## config.mk

```make
export PLATFORM = sky130hd
export DESIGN_NAME = spi_slave_fifo
export DESIGN_NICKNAME = d
export VERILOG_FILES = /design/src/rtl/spi_slave_fifo.sv
export SDC_FILE = /design/constraint.sdc
export NUM_CORES = 1
export LEC_CHECK = 0
export ABC_AREA = 1
export BUFFER_PORTS_ARGS = -buffer_cell sky130_fd_sc_hd__clkbuf_2
export CORE_MARGIN = 1.5
export CORE_UTILIZATION = 33
export DETAILED_ROUTE_END_ITERATION = 16
export SYNTH_ARGS = -nofsm -noshare
export SYNTH_HDL_FRONTEND = slang
export SYNTH_SLANG_ARGS = --single-unit
export TNS_END_PERCENT = 50
```

## constraint.sdc

```tcl
create_clock -name clk -period 1.6 [get_ports clk]
set_clock_uncertainty 0.15 [all_clocks]
set_input_delay 0.16 -clock clk [delete_from_list [all_inputs] [get_ports clk]]
set_output_delay 0.16 -clock clk [all_outputs]
set_load 0.02 [all_outputs]
```

## src/rtl/spi_slave_fifo.sv

```systemverilog
`timescale 1ns / 1ps
// spi_slave_fifo: SPI mode-0 target bridging a SPI master to a pair of byte FIFOs.
//
// cs/sck/mosi are synchronised into clk with 2-flop synchronisers. A further history flop
// on cs and sck gives edge detection. MOSI bytes (MSB first) are written to an RX FIFO.
// Bytes popped from a first-word-fall-through TX FIFO are shifted out on MISO.
// The block is full-duplex and byte-oriented, with no command decoding.
//
// Optional feature macro: SPI_SLAVE_ECHO_EN. When defined, a TX FIFO underrun at a byte
// boundary sends back the byte just received instead of FILL_BYTE. An underrun at LOAD
// always sends FILL_BYTE.
//
// Ports:
//   clk, rst       system clock; synchronous active-high reset
//   cs, sck, mosi  SPI inputs (asynchronous to clk); cs is active low; CPOL=0
//   miso           SPI serial output, MSB first; idles high
//   dout           received byte, valid while rx_fifo_wr=1
//   rx_fifo_wr     one-cycle RX FIFO write strobe; rx_fifo_full is the RX FIFO full flag
//   din            TX FIFO head, valid while tx_fifo_empty=0
//   tx_fifo_rd     one-cycle TX FIFO pop strobe
//   rx_overrun     sticky: a received byte was dropped because the RX FIFO was full
//   tx_underrun    sticky: a fill/echo byte was sent because the TX FIFO was empty
module spi_slave_fifo #(
  parameter logic [7:0] FILL_BYTE = 8'hFF
) (
  input  logic       clk,
  input  logic       rst,
  input  logic       cs,
  input  logic       sck,
  input  logic       mosi,
  output logic       miso,
  output logic [7:0] dout,
  output logic       rx_fifo_wr,
  input  logic       rx_fifo_full,
  input  logic [7:0] din,
  input  logic       tx_fifo_empty,
  output logic       tx_fifo_rd,
  output logic       rx_overrun,
  output logic       tx_underrun
);

  localparam logic [1:0] ST_IDLE  = 2'd0;
  localparam logic [1:0] ST_LOAD  = 2'd1;
  localparam logic [1:0] ST_SHIFT = 2'd2;

  // Synchronisers and edge-detect history
  logic cs_meta, cs_sync, cs_hist;
  logic sck_meta, sck_sync, sck_hist;
  logic mosi_meta, mosi_sync;

  // The cs flops reset low, so a reset taken while cs is held low does not look like a
  // fresh select. The master must raise and lower cs again.
  always_ff @(posedge clk) begin
    if (rst) begin
      cs_meta   <= 1'b0;
      cs_sync   <= 1'b0;
      cs_hist   <= 1'b0;
      sck_meta  <= 1'b0;
      sck_sync  <= 1'b0;
      sck_hist  <= 1'b0;
      mosi_meta <= 1'b0;
      mosi_sync <= 1'b0;
    end else begin
      cs_meta   <= cs;
      cs_sync   <= cs_meta;
      cs_hist   <= cs_sync;
      sck_meta  <= sck;
      sck_sync  <= sck_meta;
      sck_hist  <= sck_sync;
      mosi_meta <= mosi;
      mosi_sync <= mosi_meta;
    end
  end

  logic cs_fall, sck_rise, sck_fall;
  assign cs_fall  = cs_hist & ~cs_sync;
  assign sck_rise = ~sck_hist & sck_sync;
  assign sck_fall = sck_hist & ~sck_sync;

  logic [1:0] state_q, state_d;
  logic [2:0] bc_q, bc_d;
  logic [7:0] rx_sr_q, rx_sr_d;
  logic [7:0] tx_sr_q, tx_sr_d;
  logic [7:0] pend_q, pend_d;
  logic       byte_done_q, byte_done_d;  // at least one byte completed in this frame
  logic       miso_q, miso_d;
  logic [7:0] dout_q, dout_d;
  logic       rx_wr_q, rx_wr_d;
  logic       tx_rd_q, tx_rd_d;
  logic       rx_ovr_q, rx_ovr_d;
  logic       tx_und_q, tx_und_d;

  logic [7:0] rx_byte;
  logic [7:0] underrun_byte;
  assign rx_byte = {rx_sr_q[6:0], mosi_sync};
`ifdef SPI_SLAVE_ECHO_EN
  assign underrun_byte = rx_byte;
`else
  assign underrun_byte = FILL_BYTE;
`endif

  always_comb begin
    state_d     = state_q;
    bc_d        = bc_q;
    rx_sr_d     = rx_sr_q;
    tx_sr_d     = tx_sr_q;
    pend_d      = pend_q;
    byte_done_d = byte_done_q;
    miso_d      = miso_q;
    dout_d      = dout_q;
    rx_wr_d     = 1'b0;
    tx_rd_d     = 1'b0;
    rx_ovr_d    = rx_ovr_q;
    tx_und_d    = tx_und_q;

    case (state_q)
      ST_IDLE: begin
        miso_d      = 1'b1;
        bc_d        = 3'd0;
        byte_done_d = 1'b0;
        if (cs_fall) state_d = ST_LOAD;
      end

      ST_LOAD: begin
        // Flags clear first so the underrun check below can set tx_underrun again
        rx_ovr_d    = 1'b0;
        tx_und_d    = 1'b0;
        bc_d        = 3'd0;
        byte_done_d = 1'b0;
        if (!tx_fifo_empty) begin
          tx_sr_d = din;
          tx_rd_d = 1'b1;
        end else begin
          tx_sr_d  = FILL_BYTE;
          tx_und_d = 1'b1;
        end
        miso_d  = tx_sr_d[7];
        state_d = ST_SHIFT;
      end

      ST_SHIFT: begin
        // A deasserted cs level is checked, not only its rise. This also catches a cs rise
        // that arrived while the block was in LOAD. It wins over any sck edge.
        if (cs_sync) begin
          state_d     = ST_IDLE;
          miso_d      = 1'b1;
          bc_d        = 3'd0;
          rx_sr_d     = 8'h00;
          pend_d      = 8'h00;
          byte_done_d = 1'b0;
        end else if (sck_rise) begin
          rx_sr_d = rx_byte;
          bc_d    = bc_q + 3'd1;
          if (bc_q == 3'd7) begin
            byte_done_d = 1'b1;
            dout_d      = rx_byte;
            if (!rx_fifo_full) rx_wr_d = 1'b1;
            else               rx_ovr_d = 1'b1;
            // Prefetch the next TX byte so it is ready for the boundary sck fall
            if (!tx_fifo_empty) begin
              pend_d  = din;
              tx_rd_d = 1'b1;
            end else begin
              pend_d   = underrun_byte;
              tx_und_d = 1'b1;
            end
          end
        end else if (sck_fall) begin
          if (bc_q == 3'd0 && byte_done_q) begin
            tx_sr_d = pend_q;
            miso_d  = pend_q[7];
          end else begin
            tx_sr_d = {tx_sr_q[6:0], 1'b0};
            miso_d  = tx_sr_q[6];
          end
        end
      end

      default: state_d = ST_IDLE;
    endcase
  end

  always_ff @(posedge clk) begin
    if (rst) begin
      state_q     <= ST_IDLE;
      bc_q        <= 3'd0;
      rx_sr_q     <= 8'h00;
      tx_sr_q     <= 8'h00;
      pend_q      <= 8'h00;
      byte_done_q <= 1'b0;
      miso_q      <= 1'b1;
      dout_q      <= 8'h00;
      rx_wr_q     <= 1'b0;
      tx_rd_q     <= 1'b0;
      rx_ovr_q    <= 1'b0;
      tx_und_q    <= 1'b0;
    end else begin
      state_q     <= state_d;
      bc_q        <= bc_d;
      rx_sr_q     <= rx_sr_d;
      tx_sr_q     <= tx_sr_d;
      pend_q      <= pend_d;
      byte_done_q <= byte_done_d;
      miso_q      <= miso_d;
      dout_q      <= dout_d;
      rx_wr_q     <= rx_wr_d;
      tx_rd_q     <= tx_rd_d;
      rx_ovr_q    <= rx_ovr_d;
      tx_und_q    <= tx_und_d;
    end
  end

  assign miso        = miso_q;
  assign dout        = dout_q;
  assign rx_fifo_wr  = rx_wr_q;
  assign tx_fifo_rd  = tx_rd_q;
  assign rx_overrun  = rx_ovr_q;
  assign tx_underrun = tx_und_q;

endmodule
```

* Yosys cells after proc, flatten, opt, wreduce, memory -nomap -nowiden
Index checks and enable logic that the tools add are counted.
** Storage, ports and cells
- Flip-flop bits (word level) :: 49
- Bits in latches :: 0
- RAM bits :: 0
- Memory bits (read-only) :: 0
- Output and inout bits :: 13
- Memories kept :: 0
** Cells by class
- Add/subtract/negate cells :: 1
- $mul :: 0
- Divide/modulo/power cells :: 0
- $lt $le $gt $ge :: 0
- Equality and inequality tests :: 16
- Shift operators :: 0
- Multiplexer cells :: 43
- Bitwise logic cells :: 9
- Reduce and logical (&&, ||, !) cells :: 20
** Operator list (count)
- $mux 7 :: 6
- $mux 8 :: 4
- $mux 1 :: 21
- $ne 2x2->1 const B :: 9
- $pmux 7 s2 :: 1
- $ne 3x3->1 const B :: 4
- $reduce_and 5->1 :: 2
- $reduce_and 3->1 :: 3
- $pmux 1 s2 :: 4
- $reduce_and 4->1 :: 2
- $reduce_bool 2->1 :: 4
- $mux 3 :: 2
- $not 1->1 :: 6
- $pmux 2 s3 :: 1
- $pmux 3 s2 :: 1
- $reduce_and 2->1 :: 3
- $reduce_or 5->1 :: 1
- $mux 2 :: 2
- $add 3x1->3 const B :: 1
- $and 1x1->1 :: 3
- $eq 3x3->1 const B :: 1
- $logic_not 3->1 :: 1
- $pmux 1 s3 :: 1
- $reduce_bool 3->1 :: 1
- other kinds (5) :: 5

* Longest topological paths before layout
- Depth in word-level cells :: 7
- Gate-level depth with buffers :: 9
- Mapped depth without buffers :: 9

* Worst setup path before layout
OpenSTA, ideal clock, no wires.
- Path kind :: register to register
- Start :: register bc_q[0]
- End :: register pend_q[5]
- Library setup time :: 0.071 ns
- Arrival time :: 1.328 ns
- Required time :: 1.379 ns
- Path slack :: 0.051 ns
- Cell stages (with the launch flop) :: 8
- Buffers on the path :: 0
- Clock period less this slack :: 1.549 ns
- Path through :: dfxtp_1 ha_1 ha_1 nand3_1 inv_1 o21ai_1 nand2_1 a21oi_1
** On the way
- Longest elaborated chain between the ends :: 3
** Ends and longest elaborated chain
- start, declared :: line 81 : logic [2:0] bc_q, bc_d;
- start signal, assigned :: line 186 : bc_q <= 3'd0;
- start signal, assigned :: line 199 : bc_q <= bc_d;
- $eq 3x3->1 :: line 154 : if (bc_q == 3'd7) begin
- $reduce_bool 2->1 (no line)
- $reduce_and 3->1 (no line)
- end signal, assigned :: line 202 : pend_q <= pend_d;
- end, declared :: line 84 : logic [7:0] pend_q, pend_d;
No other way between the ends.
A chain may end at the register's enable or synchronous reset.

* Worst setup path after layout
- Start :: register state_q[0]
- End :: register state_q[1]
** On the way
- Longest elaborated chain between the ends :: 3
- Elaborated cells between the ends (all ways) :: 7
- Those cells by class :: 4 x eq/ne; 1 x mux; 2 x reduce/logical
** Ends and longest elaborated chain
- start, declared :: line 80 : logic [1:0] state_q, state_d;
- start signal, assigned :: line 198 : state_q <= state_d;
- $eq 2x2->1 or $logic_not 2->1 (tied branches) :: line 116 : case (state_q)
- $ne 2x2->1 (no line)
- $reduce_and 2->1 (no line)
Parallel ways exist; a longest one is shown, timed or not.

==> results by group <==
Logic synthesis
  – Syn Std Cell Area: 0.00204 sq mm
  – Synth area leader: dfxtp_1
  – Register area share after synthesis: 48.0%
  – Dominant cells by area after synthesis: dfxtp_1, nor2_1, o21ai_0
  – Distinct cells, synth: 19
  – Synthesis-stage register bit count: 49
  – Post-Syn Nets: 306
  – Synth warnings: 0
  – Syn Area/Cell: 7.19 sq um
  – Syn Inst Count: 284
  – Yosys top cell area share: 48.0%

Cells and area
  – Finished Core Util: 44.2%
  – Layout cells sized above 1: 22.7%
  – Most frequent cells in the layout: nor2_1, dfxtp_1, nand2_1, o21ai_0, a21oi_1
  – Most common cell after layout, fill and taps aside: nor2_1
  – Final nets: 356
  – Post-Layout Inst Area: 0.00263 sq mm
  – Number of diodes: 0
  – Area Overhead vs Synth: 29.0%

Detailed routing
  – Via/cell ratio: 4.64
  – Wire length per cell: 12.0 um
  – Residual DRC: 0
  – 1st-iter DRT viols: 79
  – Final wirelength: 4920 um
  – Routed Antenna Nets: 0
  – Via count: 1904
  – TritonRoute pass-1 iters: 5

Clocking
  – H-tree depth: 2
  – Num CTS Buffers: 5
  – Clk slew on worst S/H paths: 0.10 ns
  – Root buffer cell: clkbuf_8
  – Clk_lat worst skew: 0.31 ns
  – Clock sink count: 49
  – Max Buffers Root-to-Sink: 2
  – CTS tree: done

Critical path
  – CP endpoint kind: register
  – Worst reg2reg path startpoint: state_q[0]$_SDFFE_PP0P_
  – CP required: 1.68 ns
  – Critical path's top delay family: compound AO/OA/AOI/OAI gates
  – Crit path DAT: 1.60 ns
  – Max incr delay on CP: 0.32 ns
  – Crit-path max FO: 3
  – Critical Setup Path Class: reg -> reg
  – Worst Reg-to-Reg Cells: 7
  – Reg2reg end: state_q[1]$_SDFFE_PP0P_
  – Crit-path cells: inv_1, buf_4, ha_1, inv_1, o21ai_1, o21ai_0, a21oi_1
  – Reg2reg setup slack: 0.07 ns
  – CP Buf/Inv Count: 3
  – Startpoint types: register
  – Crit path top cell by count: inv_1
  – Slowest-stage cell, CP: dfxtp_1

STA
  – Min Hold Slack: -0.0300 ns
  – Final period utilization: 95.5%
  – Shortest period the worst path allows: 1.53 ns
  – Max Fclk: 655 MHz
  – Worst slew pin tran: 0.311 ns
  – Setup TNS: 0 ns
  – Slew Viols, Final: 0
  – RSZ-0062 raised after global routing: true
  – Final hold violations: 1
  – # setup viols final: 0
  – Slew headroom: 79.3%

Floorplan
  – Ports: 28
  – Initial core utilization: 34.3%
  – Die height: 81.7 um
  – Row cnt: 28
  – Die Wd: 81.7 um
  – Core box area: 0.00596 sq mm
  – DIE AREA: 0.00667 sq mm

GRT
  – Total track usage: 15.9%
  – Vias in the first global route: 1803
  – Global-route wire length before repair: 8080 um
  – Initial antenna violation count: 0
  – Remaining Overflow, GRT: 0
  – Pin count of the biggest net entering global routing: 21

Min path
  – Hold Path Stages: 3
  – Worst min-delay path endpoint: pend_q[0]$_SDFFE_PP0P_
  – Hold Crit Class: in -> reg
  – Hold path start: din[0]

Run
  – Max Cap Viol: 0

Outcome
  – Status: complete, but fails checks
  – Failing checks: negative hold slack

Place
  – Placed Area: 0.00235 sq mm
  – DP HPWL: 3340 um
  – Gpl congestion: 0.859
  – IO buf count: 27

Power
  – VDD IR-drop max: 0.443 mV
  – Power Dens Cells: 1280 mW/mm^2
  – Leak pwr: 1.15 nW
-- power by group --
| part | switching (mW) | total [mW] | internal, mW |
|---|---|---|---|
| Clock | 0.449 | 0.767 | 0.318 |
| Combinational | 0.704 | 1.18 | 0.481 |
| Sequential | 0.0743 | 1.42 | 1.35 |
| Total | 1.23 | 3.38 | 2.15 |
-- metal layers --
| layer | vias up | GRT usage (%) | share of wire, % |
|---|---|---|---|
| met5 | - | 0 | 0 |
| met4 | 0 | 4.58 | 1.2 |
| met3 | 4 | 4.33 | 3.6 |
| met2 | 34 | 24.9 | 45 |
| met1 | 860 | 21.3 | 50 |
| li1 | 1006 | - | - |
-- kinds of logic (layout without fill, tap and decap cells) --
logic type / Yosys count / in the layout / synth area share [%]
compound gates: 69 / 69 / 17.2
fa+ha+maj: 7 / 7 / 4.29
buf+inv: 39 / 90 / 7.54
flops: 49 / 49 / 48.0
simple gates: 120 / 120 / 23.0
-- worst max-delay path by stage --
stage                               to                     from  slack [ns]  depth (start not counted)
2_1_floorplan   pend_q[5]$_SDFFE_PP0P_     bc_q[0]$_SDFFE_PP0P_        0.05                          7
3_3_place_gp   tx_sr_q[1]$_SDFFE_PP0P_  state_q[0]$_SDFFE_PP0P_       -0.06                          7
3_5_place_dp   tx_sr_q[1]$_SDFFE_PP0P_  state_q[0]$_SDFFE_PP0P_       -0.08                          7
4_1_cts        tx_sr_q[1]$_SDFFE_PP0P_  state_q[0]$_SDFFE_PP0P_        0.01                          7
5_1_grt        tx_sr_q[5]$_SDFFE_PP0P_     bc_q[0]$_SDFFE_PP0P_      -0.009                          7
6_report       state_q[1]$_SDFFE_PP0P_  state_q[0]$_SDFFE_PP0P_        0.07                          7
-- stage by stage --
step	setup WS [ns]	power, mW	cells
finish	0.0724	3.38	410
global route	-0.00906	3.61	410
CTS	0.0148	3.29	406
detailed placement	-0.0751	2.50	393
global placement	-0.0552	2.49	393
floorplan	0.0513	2.15	284
-- timing repair --
item                                    4_1_cts  5_1_grt
endpoints found under the hold margin         5        0
hold buffers                                  4        0
pin swaps                                     1        5
endpoints found under the setup margin       15       28
gates cloned                                  1        1
buffers inserted                              0        3
resized for setup                             9       23
-- worst reg2reg max path: stages (launching register included) --
cell     delay (ns)
dfxtp_1        0.32
inv_1          0.11
buf_4          0.13
ha_1           0.19
inv_1          0.06
o21ai_1        0.21
o21ai_0        0.11
a21oi_1        0.17
-- area by class of cell --
class | count | area (sq um)
inverter | 30 | 115
tap | 75 | 93.8
timing repair buffer | 52 | 345
fill | 618 | 3320
clock inverter | 3 | 26.3
sequential | 49 | 985
clock buffer | 5 | 68.8
multi-input combinational | 196 | 1000
-- registers in the layout, summed over array words and instances, names as in the netlist, 2 cells and up --
register / cells
bc_q: 3
state_q: 2
tx_sr_q: 7
pend_q: 8
dout: 8
rx_sr_q: 7
-- Yosys cell counts, drive strengths merged --
master   n
nand3    7
nand4    1
nand2   46
a21oi   31
a31oi    1
ha       7
clkbuf   5
inv     30
nor2    63
dfxtp   49
buf      4
o21ai   37
nor3     2
nor4     1
No activity file was read; power rests on OpenSTA's default activity.
